`config.mk`:
```
export PLATFORM = sky130hd
export DESIGN_NAME = vga_timing_pattern_gen
export DESIGN_NICKNAME = d
export VERILOG_FILES = /design/src/rtl/vga_pkg.sv /design/src/rtl/vga_pattern_src.sv /design/src/rtl/vga_timing_pattern_gen.sv
export SDC_FILE = /design/constraint.sdc
export NUM_CORES = 1
export LEC_CHECK = 0
export ABC_AREA = 1
export ABC_CLOCK_PERIOD_IN_PS = 2500
export BUFFER_PORTS_ARGS = -buffer_cell sky130_fd_sc_hd__buf_2
export CORE_ASPECT_RATIO = 0.8
export CORE_MARGIN = 5
export CORE_UTILIZATION = 40
export DETAILED_ROUTE_END_ITERATION = 10
export PLACE_DENSITY = 0.62
export SLEW_MARGIN = 20
export SYNTH_ARGS = -nofsm -noshare
export SYNTH_HDL_FRONTEND = slang
export SYNTH_SLANG_ARGS = --single-unit
```
`constraint.sdc`:
```
create_clock -name clock -period 2.5 [get_ports clock]
set_clock_uncertainty 0.2 [all_clocks]
set_input_delay 0.375 -clock clock [delete_from_list [all_inputs] [get_ports clock]]
set_output_delay 0.375 -clock clock [all_outputs]
set_load 0.02 [all_outputs]
```
`src/rtl/vga_pkg.sv`:
```
// Shared types and constants for the VGA timing / test-pattern generator.
// Bar colours are 3-bit {R,G,B} masks that get widened to full-scale channels.
package vga_pkg;

  typedef enum logic [1:0] {
    MODE_BARS  = 2'd0,
    MODE_CHECK = 2'd1,
    MODE_SOLID = 2'd2,
    MODE_EXT   = 2'd3
  } vga_mode_e;

  // 640x480@60 with a 25 MHz pixel clock
  localparam int DEF_H_ACTIVE = 640;
  localparam int DEF_H_FP     = 16;
  localparam int DEF_H_SYNC   = 96;
  localparam int DEF_H_BP     = 48;
  localparam int DEF_V_ACTIVE = 480;
  localparam int DEF_V_FP     = 10;
  localparam int DEF_V_SYNC   = 2;
  localparam int DEF_V_BP     = 33;

  localparam int          BAR_COUNT = 8;
  localparam logic [3:0]  BAR_PAST  = 4'd8;

  // Order: white, yellow, cyan, green, magenta, red, blue, black
  function automatic logic [2:0] bar_mask(input logic [3:0] idx);
    logic [2:0] m;
    case (idx)
      4'd0:    m = 3'b111;
      4'd1:    m = 3'b110;
      4'd2:    m = 3'b011;
      4'd3:    m = 3'b010;
      4'd4:    m = 3'b101;
      4'd5:    m = 3'b100;
      4'd6:    m = 3'b001;
      default: m = 3'b000;
    endcase
    return m;
  endfunction

endpackage

```
`src/rtl/vga_pattern_src.sv`:
```
// Combinational colour for the pixel currently addressed by the counters.
// Blanking is applied by the caller; this block only picks the source.
module vga_pattern_src
  import vga_pkg::*;
#(
  parameter int COLOR_W = 4
) (
  input  vga_mode_e              i_mode,
  input  logic [3:0]             i_bar_idx,
  input  logic                   i_check_h,
  input  logic                   i_check_v,
  input  logic [3*COLOR_W-1:0]   i_solid_rgb,
  input  logic [3*COLOR_W-1:0]   i_ext_rgb,
  output logic [3*COLOR_W-1:0]   o_rgb
);

  logic [2:0] w_mask;

  always_comb begin
    o_rgb  = '0;
    w_mask = bar_mask(i_bar_idx);
    case (i_mode)
      MODE_BARS:  o_rgb = {{COLOR_W{w_mask[2]}}, {COLOR_W{w_mask[1]}}, {COLOR_W{w_mask[0]}}};
      MODE_CHECK: o_rgb = (i_check_h ^ i_check_v) ? '1 : '0;
      MODE_SOLID: o_rgb = i_solid_rgb;
      default:    o_rgb = i_ext_rgb;
    endcase
  end

endmodule

```
`src/rtl/vga_timing_pattern_gen.sv`:
```
// Parametrised VGA sync + test-pattern generator driven by a pixel-clock enable.
// Registered outputs describe the pixel the counters held one pix_ce earlier.
module vga_timing_pattern_gen
  import vga_pkg::*;
#(
  parameter int H_ACTIVE   = DEF_H_ACTIVE,
  parameter int H_FP       = DEF_H_FP,
  parameter int H_SYNC     = DEF_H_SYNC,
  parameter int H_BP       = DEF_H_BP,
  parameter int V_ACTIVE   = DEF_V_ACTIVE,
  parameter int V_FP       = DEF_V_FP,
  parameter int V_SYNC     = DEF_V_SYNC,
  parameter int V_BP       = DEF_V_BP,
  parameter int CLK_DIV    = 4,
  parameter int COLOR_W    = 4,
  parameter int HS_POL     = 0,
  parameter int VS_POL     = 0,
  parameter int CHECK_LOG2 = 5
) (
  input  logic                                                   clock,
  input  logic                                                   rst_n,
  input  logic                                                   enable,
  input  logic [1:0]                                             mode,
  input  logic [3*COLOR_W-1:0]                                   solid_rgb,
  input  logic [3*COLOR_W-1:0]                                   ext_rgb,
  output logic [$clog2(H_ACTIVE+H_FP+H_SYNC+H_BP)-1:0]           pixel_x,
  output logic [$clog2(V_ACTIVE+V_FP+V_SYNC+V_BP)-1:0]           pixel_y,
  output logic                                                   pix_ce,
  output logic                                                   frame_start,
  output logic                                                   de,
  output logic                                                   hs,
  output logic                                                   vs,
  output logic [COLOR_W-1:0]                                     Red,
  output logic [COLOR_W-1:0]                                     Green,
  output logic [COLOR_W-1:0]                                     Blue
);

  localparam int H_TOTAL = H_ACTIVE + H_FP + H_SYNC + H_BP;
  localparam int V_TOTAL = V_ACTIVE + V_FP + V_SYNC + V_BP;
  localparam int HW      = $clog2(H_TOTAL);
  localparam int VW      = $clog2(V_TOTAL);
  localparam int DW      = (CLK_DIV > 1) ? $clog2(CLK_DIV) : 1;
  localparam int CW3     = 3 * COLOR_W;
  localparam int BAR_W   = H_ACTIVE / BAR_COUNT;

  localparam logic [DW-1:0] DIV_LAST = DW'(CLK_DIV - 1);
  localparam logic [HW-1:0] H_LAST   = HW'(H_TOTAL - 1);
  localparam logic [HW-1:0] H_ACT    = HW'(H_ACTIVE);
  localparam logic [HW-1:0] HS_BEG   = HW'(H_ACTIVE + H_FP);
  localparam logic [HW-1:0] HS_END   = HW'(H_ACTIVE + H_FP + H_SYNC);
  localparam logic [HW-1:0] BAR_LAST = HW'(BAR_W - 1);
  localparam logic [VW-1:0] V_LAST   = VW'(V_TOTAL - 1);
  localparam logic [VW-1:0] V_ACT    = VW'(V_ACTIVE);
  localparam logic [VW-1:0] VS_BEG   = VW'(V_ACTIVE + V_FP);
  localparam logic [VW-1:0] VS_END   = VW'(V_ACTIVE + V_FP + V_SYNC);
  localparam logic          HS_ON    = 1'(HS_POL);
  localparam logic          VS_ON    = 1'(VS_POL);

  logic [DW-1:0]  r_div;
  logic [HW-1:0]  r_h;
  logic [VW-1:0]  r_v;
  logic [HW-1:0]  r_bar_cnt;
  logic [3:0]     r_bar_idx;
  logic           r_de;
  logic           r_hs;
  logic           r_vs;
  logic [CW3-1:0] r_rgb;
  vga_mode_e      r_mode;

  logic           w_pix_ce;
  logic           w_frame_start;
  logic           w_active;
  logic           w_hs_on;
  logic           w_vs_on;
  vga_mode_e      w_mode_eff;
  logic [CW3-1:0] w_pat_rgb;

  assign w_pix_ce      = rst_n && enable && (r_div == DIV_LAST);
  assign w_frame_start = w_pix_ce && (r_h == '0) && (r_v == '0);
  assign w_active      = (r_h < H_ACT) && (r_v < V_ACT);
  assign w_hs_on       = (r_h >= HS_BEG) && (r_h < HS_END);
  assign w_vs_on       = (r_v >= VS_BEG) && (r_v < VS_END);
  // The first pixel of a frame already uses the newly sampled mode
  assign w_mode_eff    = w_frame_start ? vga_mode_e'(mode) : r_mode;

  // Divider, raster counters and the bar-position tracker that follows h
  always_ff @(posedge clock or negedge rst_n) begin
    if (!rst_n) begin
      r_div     <= '0;
      r_h       <= '0;
      r_v       <= '0;
      r_bar_cnt <= '0;
      r_bar_idx <= '0;
    end else if (!enable) begin
      r_div     <= '0;
      r_h       <= '0;
      r_v       <= '0;
      r_bar_cnt <= '0;
      r_bar_idx <= '0;
    end else begin
      r_div <= (r_div == DIV_LAST) ? '0 : r_div + 1'b1;
      if (w_pix_ce) begin
        if (r_h == H_LAST) begin
          r_h       <= '0;
          r_bar_cnt <= '0;
          r_bar_idx <= '0;
          r_v       <= (r_v == V_LAST) ? '0 : r_v + 1'b1;
        end else begin
          r_h <= r_h + 1'b1;
          if (r_bar_cnt == BAR_LAST) begin
            r_bar_cnt <= '0;
            if (r_bar_idx != BAR_PAST) r_bar_idx <= r_bar_idx + 1'b1;
          end else begin
            r_bar_cnt <= r_bar_cnt + 1'b1;
          end
        end
      end
    end
  end

  always_ff @(posedge clock or negedge rst_n) begin
    if (!rst_n) begin
      r_de   <= 1'b0;
      r_hs   <= ~HS_ON;
      r_vs   <= ~VS_ON;
      r_rgb  <= '0;
      r_mode <= MODE_BARS;
    end else if (!enable) begin
      r_de  <= 1'b0;
      r_hs  <= ~HS_ON;
      r_vs  <= ~VS_ON;
      r_rgb <= '0;
    end else if (w_pix_ce) begin
      r_de  <= w_active;
      r_hs  <= w_hs_on ? HS_ON : ~HS_ON;
      r_vs  <= w_vs_on ? VS_ON : ~VS_ON;
      r_rgb <= w_active ? w_pat_rgb : '0;
      if (w_frame_start) r_mode <= vga_mode_e'(mode);
    end
  end

  vga_pattern_src #(
    .COLOR_W (COLOR_W)
  ) u_src (
    .i_mode      (w_mode_eff),
    .i_bar_idx   (r_bar_idx),
    .i_check_h   (r_h[CHECK_LOG2]),
    .i_check_v   (r_v[CHECK_LOG2]),
    .i_solid_rgb (solid_rgb),
    .i_ext_rgb   (ext_rgb),
    .o_rgb       (w_pat_rgb)
  );

  assign pixel_x     = r_h;
  assign pixel_y     = r_v;
  assign pix_ce      = w_pix_ce;
  assign frame_start = w_frame_start;
  assign de          = r_de;
  assign hs          = r_hs;
  assign vs          = r_vs;
  assign Red         = r_rgb[CW3-1 -: COLOR_W];
  assign Green       = r_rgb[2*COLOR_W-1 -: COLOR_W];
  assign Blue        = r_rgb[COLOR_W-1:0];

endmodule
```
==> results of run 1 <==
==> layout make-up <==
| class | instances | area share (%) |
|---|---|---|
| multi-input cells | 305 | 41.6 |
| repair buffers | 74 | 10.7 |
| flip-flops and latches | 53 | 34.7 |
| clock inverters | 2 | 0.261 |
| inverters | 74 | 7.39 |
| clock buffers | 6 | 1.90 |
| well taps | 108 | 3.53 |
==> through the flow <==
| stage | hold slack [ns] | setup slack [ns] | area [um^2] | utilization (%) |
|---|---|---|---|---|
| floorplan | -0.121 | 0.540 | 3310 | - |
| global placement | 0.232 | 0.381 | 3730 | 46.5 |
| detailed placement | 0.236 | 0.324 | 3730 | 46.5 |
| global route | 0.191 | 0.0534 | 3830 | 47.7 |
| finish | 0.184 | 0.172 | 3830 | 47.7 |
| CTS | 0.177 | 0.170 | 3820 | 47.7 |
==> logic make-up (layout without fill, tap and decap cells) <==
logic type                 after synthesis  in the layout  synth area share, %
AOI/OAI and AO/OA                       49             49                 8.19
xor gates and xnor gates                 5              5                 1.32
adders and majority gates               10             10                 3.78
buffers and inverters                   86            156                 12.0
DFF                                     53             53                 40.1
and+or+nand+nor                        241            241                 34.6
==> worst paths after layout <==
| path | end | cells after the start |
|---|---|---|
| worst min register to register | r_div[0] | 1 |
| worst max-delay path | frame_start | 7 |
| min in group asynchronous | r_div[1] | 3 |
| max in group asynchronous | vs | 3 |
| worst min-delay path | r_rgb[4] | 5 |
| worst max register to register | r_rgb[1] | 13 |
==> worst max-delay path: stages <==
cell and delay, ns:
sky130_fd_sc_hd__dlygate4sd3_1 0.52, sky130_fd_sc_hd__buf_2 0.19, sky130_fd_sc_hd__nand3_4 0.12, sky130_fd_sc_hd__nor2_4 0.19, sky130_fd_sc_hd__nand3_1 0.13, sky130_fd_sc_hd__inv_1 0.08
sky130_fd_sc_hd__buf_2 0.16
==> sequential cells by signal, indices dropped and copies added (netlist names) <==
register and cells:
r_bar_cnt 10, pixel_x 10, pixel_y 10, r_div 2, de 1, r_bar_idx 4
vs 1, r_mode 2, r_rgb 12, hs 1
==> repair_timing <==
item                                    in CTS  in global routing
hold buffers                                 1                  0
hold endpoints to repair                    15                  0
endpoints found under the setup margin       0                  2
resized for setup                            0                  1
==> cell usage after synthesis, types with 2 or more instances <==
library cell	instances
sky130_fd_sc_hd__nand2_1	120
sky130_fd_sc_hd__inv_1	70
sky130_fd_sc_hd__dfrtp_1	51
sky130_fd_sc_hd__nor2_1	36
sky130_fd_sc_hd__nand3_1	21
sky130_fd_sc_hd__nor3_1	17
sky130_fd_sc_hd__o21ai_0	16
sky130_fd_sc_hd__a21oi_1	14
sky130_fd_sc_hd__nand3b_1	11
sky130_fd_sc_hd__o21ai_1	11
sky130_fd_sc_hd__ha_1	10
sky130_fd_sc_hd__nand4_1	10
sky130_fd_sc_hd__buf_6	6
sky130_fd_sc_hd__nand2_2	6
sky130_fd_sc_hd__nor2_4	5
sky130_fd_sc_hd__nor4_1	5
sky130_fd_sc_hd__xor2_1	5
sky130_fd_sc_hd__buf_4	4
sky130_fd_sc_hd__dfstp_2	2
sky130_fd_sc_hd__inv_2	2
sky130_fd_sc_hd__nand2_4	2
sky130_fd_sc_hd__nand3_2	2
sky130_fd_sc_hd__nor2_2	2
==> metal layers <==
layer  GRT usage, %  vias to the layer above  wire length [um]
met1           22.6                     1330              4000
met5              0                        -                 0
li1               -                     1546                 -
met4           1.82                        0                25
met3           3.72                        2               397
met2           25.2                       63              3560
==> where the power goes <==
group,leakage [nW],switching (mW),internal (mW)
sequential,0.720,0.0373,0.897
combinational,1.37,0.330,0.185
clock,0.0450,0.266,0.195
total,2.13,0.633,1.28
==> out/metrics.yaml, run 1 <==
status:
  status: "completed"
finish:
  insertedDiodeCount: 0
  layout.filler_cells: 820
  drive_above_1_share_pct: 20.6
  multi_input_area_um2: 1590
  number_of_cells_in_the_finished_layout_apart_from_fillers: 622
  nets: 552
  layout_common_cells: "120 x sky130_fd_sc_hd__nand2_1, 70 x sky130_fd_sc_hd__inv_1, 65 x sky130_fd_sc_hd__buf_2"
  seqCellArea_um2: 1330
  layout_commonest_cell: "sky130_fd_sc_hd__nand2_1"
  synthToLayoutAreaGrowth_pct: 15.5
synth:
  synth_enable_flop_cells: 0
  synth.net_count: 483
  synth_sequential_area_ratio_pct: 40.1
  yosys_warnings: 0
  netlist_instances: 444
  synth_ff_type: "sky130_fd_sc_hd__dfrtp_1"
  synth.top_cell.area_share_pct: 38.5
  async_reset_ff_share_pct: 100
  synth.largest_area_cell: "sky130_fd_sc_hd__dfrtp_1"
  postSynthRegisterBits: 53
  synth_cell_types: 39
  synth_area_leaders: "sky130_fd_sc_hd__dfrtp_1 39%, sky130_fd_sc_hd__nand2_1 14%, sky130_fd_sc_hd__inv_1 7.9%"
  syn-cell-area_um2: 3310
  syn_area_per_cell_um2: 7.46
critical_path:
  worst_setup_path_start_kind: "input pin"
  regToRegStartpoint: "pixel_y[1]"
  critical_path_peak_fanout: 5
  r2r_setup_slack_ns: 0.34
  critical_path_class: "in2out"
  crit_required_ns: 1.92
  startpoint: "rst_n"
  worst_ep_arrival_time_ns: 1.75
  element_type_at_the_critical_path_end: "output port"
timing:
  slew_viol_final: 0
  worst_slew_pin_slew_ns: 0.512
  finalHoldViolCount: 0
  max_freq_mhz: 430
  slew-limit-headroom_pct: 65.8
  finalCritPeriodShare_pct: 93.1
  rsz0062_at_grt: "no"
  report.final.setup_viol: 0
  setup_tns_ns: 0
  period_minus_slack_ns: 2.33
floorplanning:
  floorplan.rows: 29
  die_height_um: 91.4
  die_width_um: 112
  ios: 66
  start_util_pct: 41.3
  placeableCoreArea_um2: 8020
  dieArea_um2: 10200
clocking:
  clkTransAtPathRegs_ns: 0.09
  numClockSinks: 53
  htree_num_levels: 2
  ctsRootBufferMaster: "sky130_fd_sc_hd__clkbuf_8"
  cts_inserted_buffers: 5
  clkLatencyLatePin_ns: 0.30
  cts.path.max_buffers: 2
  tritoncts_clock_tree: "yes"
  post_cts.repair.setup_buffers: 0
routing:
  detail_route.vias_per_cell: 4.73
  drt_iter0_markers: 211
  drt_drc_violations_left: 0
  ant_nets: 0
  avgRoutedWirePerCell_um: 12.8
  post_route_wl_um: 7980
  routed-via-count: 2941
  drtPass1Iterations: 5
placed_design:
  dp.cells: 613
  hpwlAfterDp_um: 6160
  count_of_input_and_output_buffers: 65
  gp_routability_congestion: 0.833
global_routing:
  grt_overflow: 0
  grt_max_degree: 39
  grt_pass1_wl_um: 13600
  grt_usage_pct: 15.8
  grt_pass1_vias: 2823
  initial_antenna_violation_count: 0
power_and_ir_drop:
  vdd_drop_max_mv: 0.232
  power_density_nw_per_um2: 499
  static_leakage_nw: 2.13
  p_total_mw: 1.91
worst_hold_path:
  worst_hold_startpoint: "solid_rgb[4]"
  hold_path.class: "in2reg"
run:
  maxCapViolations: 0
Note: power is estimated with default switching activity, not from simulation.
==> run 2, diff against run 1 <==
--- a/config.mk
+++ b/config.mk
@@ -7,7 +7,7 @@
 export LEC_CHECK = 0
 export ABC_AREA = 1
 export ABC_CLOCK_PERIOD_IN_PS = 2500
-export BUFFER_PORTS_ARGS = -buffer_cell sky130_fd_sc_hd__buf_2
+export BUFFER_PORTS_ARGS = -buffer_cell sky130_fd_sc_hd__buf_4
 export CORE_ASPECT_RATIO = 0.8
 export CORE_MARGIN = 5
 export CORE_UTILIZATION = 40
==> out/metrics.yaml, run 2 (synthesis results as in run 1) <==
routing:
  drt_iter0_markers: 162  # -23%
  drtPass1Iterations: 5  # unchanged
  post_route_wl_um: 7970  # -0.18%
  detail_route.vias_per_cell: 4.81  # +1.6%
  ant_nets: 0  # unchanged
  drt_drc_violations_left: 0  # unchanged
  avgRoutedWirePerCell_um: 12.9  # +0.31%
  routed-via-count: 2975  # +1.2%
finish:
  nets: 550  # -0.36%
  layout_commonest_cell: "sky130_fd_sc_hd__nand2_1"
  layout_common_cells: "120 x sky130_fd_sc_hd__nand2_1, 71 x sky130_fd_sc_hd__buf_4, 70 x sky130_fd_sc_hd__inv_1"
  drive_above_1_share_pct: 20.4  # -0.27 points
  insertedDiodeCount: 0  # unchanged
  largest-register: "r_rgb"
  postLayoutCellArea_um2: 3990  # +4.1%
  largest_register_ff_count: 12  # unchanged
  number_of_cells_in_the_finished_layout_apart_from_fillers: 619  # -0.48%
  final_core_util_pct: 49.7  # +2.0 points
  synthToLayoutAreaGrowth_pct: 20.2
worst_hold_path:
  hold_path.class: "in2reg"
  hold-path-endpoint: "r_div[1]"
  worstHoldPathCells: 3  # -2
  worst_hold_startpoint: "enable"
clocking:
  ctsRootBufferMaster: "sky130_fd_sc_hd__clkbuf_8"
  tritoncts_clock_tree: "yes"
  post_cts.repair.setup_buffers: 0  # unchanged
  cts.path.max_buffers: 2  # unchanged
  clkLatencyLatePin_ns: 0.30  # about the same
  cts_inserted_buffers: 5  # unchanged
  clkTransAtPathRegs_ns: 0.09  # about the same
  htree_num_levels: 2  # unchanged
  numClockSinks: 53  # unchanged
floorplanning:
  placeableCoreArea_um2: 8020  # unchanged
  dieArea_um2: 10200  # unchanged
  die_width_um: 112  # unchanged
  start_util_pct: 41.3  # unchanged
  floorplan.rows: 29  # unchanged
  ios: 66  # unchanged
  die_height_um: 91.4  # unchanged
global_routing:
  grt_usage_pct: 16.0  # +0.18 points
  initial_antenna_violation_count: 0  # unchanged
  grt_max_degree: 49  # +26%
  grt_pass1_wl_um: 13600  # +0.25%
  grt_pass1_vias: 2842  # +0.67%
  grt_overflow: 0  # unchanged
critical_path:
  worst_ep_arrival_time_ns: 1.73  # -0.02 ns
  worst-path-buf-inv: 4  # unchanged
  cell_at_the_slowest_stage_of_the_critical_path: "sky130_fd_sc_hd__dlygate4sd3_1"
  crit_top_cell: "sky130_fd_sc_hd__buf_4"
  r2r_setup_slack_ns: 0.34  # about the same
  timing.critical_path.max_delay_family: "buffers and inverters"
  worst_setup_path_start_kind: "input pin"
  critical_path_peak_fanout: 8  # +3
  r2r_end: "r_rgb[0]"
  critical_path.cell_chain: "dlygate4sd3_1, buf_4, nand3_4, nor2_4, nand3_1, inv_1, buf_4"
  critical_path.max_stage_delay_ns: 0.52  # about the same
  crit_required_ns: 1.92  # about the same
  regToRegStartpoint: "pixel_x[0]"
  worstRegToRegCells: 14  # +1
  critical_path_class: "in2out"
  element_type_at_the_critical_path_end: "output port"
timing:
  finalCritPeriodShare_pct: 92.3  # -0.85 points
  slew-limit-headroom_pct: 59.3  # -6.6 points
  setup_tns_ns: 0  # unchanged
  worst_slew_pin_slew_ns: 0.611  # +0.0988 ns
  finalHoldViolCount: 0  # unchanged
  rsz0062_at_grt: "no"
  slew_viol_final: 0  # unchanged
  period_minus_slack_ns: 2.31  # -0.0213 ns
  report.final.setup_viol: 0  # unchanged
  whs_ns: 0.176  # -0.00788 ns
  max_freq_mhz: 434  # +0.92%
  setup_slack_ns: 0.194  # +0.0213 ns
power_and_ir_drop:
  p_total_mw: 2.02  # +5.8%
  power_density_nw_per_um2: 507  # +1.7%
  static_leakage_nw: 2.15  # +0.97%
  vdd_drop_max_mv: 0.229  # -1.5%
placed_design:
  dp_slack_ns: 0.347  # +0.0222 ns
  count_of_input_and_output_buffers: 65  # unchanged
  placed_cell_area_um2: 3870  # +3.6%
  hpwlAfterDp_um: 6120  # -0.66%
  gp_routability_congestion: 0.868  # +4.3%
  dp.cells: 611  # -0.33%
run:
  maxCapViolations: 0  # unchanged
status:
  status: "completed"
[run 2: changes by cell type in the layout (fill, tap and decap cells not counted), sizes merged]
cell,previous run,this run
clkbuf,6,5
clkinv,3,2
buf,73,71
bufinv,0,1
[run 2: tightest hold or removal path, cell delays in order]
cell                      delay, ns
sky130_fd_sc_hd__buf_4         0.16
sky130_fd_sc_hd__nand2_1       0.08
sky130_fd_sc_hd__inv_1         0.03
[run 2: timing repair]
action | CTS | global route
setup endpoints to repair | 0 | 2
hold buffers | 1 | 0
gates resized for setup | 0 | 1
hold endpoints to repair | 5 | 0
[run 2: worst max-delay path by stage]
stage / start / endpoint / slack (ns) / depth (start not counted)
after floorplan: pixel_y[0] / r_rgb[11] / 0.54 / 14
after global placement: pixel_x[0] / r_rgb[7] / 0.37 / 15
after detailed placement: pixel_x[0] / r_rgb[0] / 0.35 / 14
after CTS: rst_n / pixel_x[8] / 0.18 / 10
after global routing: rst_n / r_rgb[5] / 0.009 / 13
final: rst_n / frame_start / 0.19 / 7
[run 2: power by group]
group / internal, mW / switching, mW / total [mW] / leakage (nW)
clock: 0.291 / 0.272 / 0.564 / 0.0540
combinational: 0.196 / 0.327 / 0.522 / 1.38
sequential: 0.897 / 0.0382 / 0.935 / 0.720
total: 1.38 / 0.637 / 2.02 / 2.15
[run 2: area by class of cell]
type | instances | area, um^2
Clock buffer | 5 | 68.8
Inverter | 74 | 283
Fill cell | 800 | 4030
Clock inverter | 2 | 35.0
Sequential cell | 53 | 1330
Timing Repair Buffer | 72 | 543
Tap cell | 108 | 135
Multi-Input combinational cell | 305 | 1590
[run 2: routing by layer]
layer / share of wire (%) / global-route usage [%]
met2: 43 / 24.0
met4: 0.69 / 4.05
met1: 51 / 23.6
met3: 5.2 / 3.26
met5: 0 / 0
==> run 3, diff against run 2 <==
--- a/config.mk
+++ b/config.mk
@@ -6,13 +6,13 @@
 export NUM_CORES = 1
 export LEC_CHECK = 0
 export ABC_AREA = 1
-export ABC_CLOCK_PERIOD_IN_PS = 2500
+export ABC_CLOCK_PERIOD_IN_PS = 2000
 export BUFFER_PORTS_ARGS = -buffer_cell sky130_fd_sc_hd__buf_4
 export CORE_ASPECT_RATIO = 0.8
 export CORE_MARGIN = 5
 export CORE_UTILIZATION = 40
 export DETAILED_ROUTE_END_ITERATION = 10
-export PLACE_DENSITY = 0.62
+export PLACE_DENSITY = 0.64
 export SLEW_MARGIN = 20
 export SYNTH_ARGS = -nofsm -noshare
 export SYNTH_HDL_FRONTEND = slang
==> constraint.sdc (replaced) <==
create_clock -name clock -period 2 [get_ports clock]
set_clock_uncertainty 0.2 [all_clocks]
set_input_delay 0.3 -clock clock [delete_from_list [all_inputs] [get_ports clock]]
set_output_delay 0.3 -clock clock [all_outputs]
set_load 0.02 [all_outputs]
==> out/metrics.yaml, run 3 (synthesis results as in run 1) <==
critical_path:
  critical_path.cell_chain: "inv_2, ha_4, inv_2, nor2_1, nand2_1, nor2_2, buf_4, nand4_1, nand2_8, buf_6, nand3b_1, nand2_1, inv_1, nand2_1, nand2_1"
  worst_ep_arrival_time_ns: 2.28  # +0.55 ns
  startpoint: "pixel_x[1]"
  cell_at_the_slowest_stage_of_the_critical_path: "sky130_fd_sc_hd__dfrtp_1"
  critical_path.max_stage_delay_ns: 0.41  # -0.11 ns
  regToRegStartpoint: "pixel_x[1]"
  crit_required_ns: 2.02  # +0.10 ns
  worst_setup_path_start_kind: "register"
  critical_path_class: "reg2reg"
  r2r_end: "r_rgb[3]"
  cp-endpoint: "r_rgb[3]"
  element_type_at_the_critical_path_end: "register"
  worst-path-buf-inv: 5  # +1
  r2r_setup_slack_ns: -0.26  # -0.60 ns
  critical_path_peak_fanout: 6  # -2
  number_of_cells_on_the_critical_path: 15  # +8
  worstRegToRegCells: 15  # +1
  crit_top_cell: "sky130_fd_sc_hd__nand2_1"
  timing.critical_path.max_delay_family: "simple AND/OR/NAND/NOR gates"
finish:
  layout_commonest_cell: "sky130_fd_sc_hd__buf_4"
  drive_above_1_share_pct: 38.3  # +18 points
  postLayoutCellArea_um2: 4860  # +22%
  layout_common_cells: "125 x sky130_fd_sc_hd__buf_4, 117 x sky130_fd_sc_hd__nand2_1, 58 x sky130_fd_sc_hd__inv_1"
  nets: 618  # +12%
  number_of_cells_in_the_finished_layout_apart_from_fillers: 687  # +11%
  insertedDiodeCount: 0  # unchanged
  largest_register_ff_count: 12  # unchanged
  synthToLayoutAreaGrowth_pct: 46.7
  largest-register: "r_rgb"
floorplanning:
  placeableCoreArea_um2: 8020  # unchanged
  start_util_pct: 41.3  # unchanged
  die_width_um: 112  # unchanged
  ios: 66  # unchanged
  dieArea_um2: 10200  # unchanged
  floorplan.rows: 29  # unchanged
  die_height_um: 91.4  # unchanged
placed_design:
  dp.cells: 646  # +5.7%
  dp_slack_ns: -0.0595  # -0.406 ns
  placed_cell_area_um2: 4130  # +6.8%
  gp_routability_congestion: 0.924  # +6.4%
  count_of_input_and_output_buffers: 65  # unchanged
  hpwlAfterDp_um: 6440  # +5.4%
worst_hold_path:
  worst_hold_startpoint: "enable"
  hold_path.class: "in2reg"
timing:
  worst_slew_pin_slew_ns: 0.592  # -0.0193 ns
  finalCritPeriodShare_pct: 113
  slew-limit-headroom_pct: 60.5  # +1.3 points
  max_freq_mhz: 443
  period_minus_slack_ns: 2.26
  finalHoldViolCount: 0  # unchanged
  setup_slack_ns: -0.256  # -0.449 ns
  slew_viol_final: 0  # unchanged
  rsz0062_at_grt: "yes"
  report.final.setup_viol: 28  # +28
  whs_ns: 0.0737  # -0.102 ns
clocking:
  clkTransAtPathRegs_ns: 0.10  # about the same
  clkLatencyLatePin_ns: 0.32  # +0.02 ns
  ctsRootBufferMaster: "sky130_fd_sc_hd__clkbuf_8"
  cts_inserted_buffers: 5  # unchanged
  tritoncts_clock_tree: "yes"
  numClockSinks: 53  # unchanged
  htree_num_levels: 2  # unchanged
  cts.path.max_buffers: 2  # unchanged
routing:
  drt_drc_violations_left: 0  # unchanged
  routed-via-count: 3355  # +13%
  post_route_wl_um: 9550  # +20%
  uppermost_metal_layer_occupied_by_signal_nets: "met4"
  met3_wirelength_um: 430  # +3.4%
  avgRoutedWirePerCell_um: 13.9  # +8.0%
  dr_wl_met2_um: 4550  # +32%
  detail_route.vias_per_cell: 4.88  # +1.6%
  ant_nets: 0  # unchanged
  drtPass1Iterations: 4  # -1
  drt_iter0_markers: 211  # +30%
  drt-met1-wl_um: 4480  # +11%
status:
  status: "complete, but fails checks"
  violated_checks: "negative setup slack"
global_routing:
  grt_overflow: 0  # unchanged
  grt_pass1_wl_um: 15200  # +12%
  grt_usage_pct: 17.7  # +1.7 points
  grt_pass1_vias: 3268  # +15%
  grt_max_degree: 45  # -8.2%
  initial_antenna_violation_count: 0  # unchanged
power_and_ir_drop:
  static_leakage_nw: 2.58  # +20%
  vdd_drop_max_mv: 0.349  # +53%
  power_density_nw_per_um2: 586  # +16%
run:
  maxCapViolations: 0  # unchanged
[run 3: worst min path at each step]
| stage | end | slack (ns) | depth (start not counted) |
|---|---|---|---|
| 2_1_floorplan | de | -0.20 | 0 |
| 3_3_place_gp | r_div[0] | 0.07 | 2 |
| 3_5_place_dp | r_div[1] | 0.07 | 2 |
| 4_1_cts | r_div[1] | 0.07 | 3 |
| 5_1_grt | r_div[1] | 0.07 | 3 |
| 6_report | r_div[1] | 0.07 | 3 |
[run 3: final cells by class]
type                    instances  area [um^2]
inverters                      74          298
well taps                     108          135
multi-input cells             305         1890
repair inverters                1         6.26
flip-flops and latches         53         1330
clock inverters                 2         35.0
fillers                       703         3160
repair buffers                139         1090
clock buffers                   5         68.8
[run 3: power breakdown]
part	internal [mW]	total, mW	switching (mW)
sequential	1.12	1.17	0.0452
clock	0.365	0.742	0.377
combinational	0.416	0.941	0.525
[run 3: tightest hold or removal path: stages]
cell and delay (ns):
sky130_fd_sc_hd__buf_4 0.16, sky130_fd_sc_hd__nand2_1 0.07, sky130_fd_sc_hd__inv_1 0.03
[run 3: repair_timing]
item / 4_1_cts / 5_1_grt
resized for setup: 43 / 57
endpoints found under the hold margin: 51 / 0
gates cloned: 2 / 0
buffers inserted: 15 / 19
setup endpoints to repair: 18 / 38
hold buffers: 1 / 0
pin swaps: 16 / 31
[run 3: through the flow]
stage               power, mW  utilization, %  TNS [ns]
finish                   2.85            60.6     -3.32
global route             3.03            60.6     -6.92
CTS                      2.81            56.1    -0.383
detailed placement       1.90            51.5    -0.490
global placement         1.88            51.5    -0.126
floorplan                1.68               -         0
[run 3: per-layer routing]
metal,up-vias,GRT usage (%)
li1,1677,-
met1,1596,24.5
met2,73,28.1
met3,9,3.52
met4,0,4.96
met5,-,0
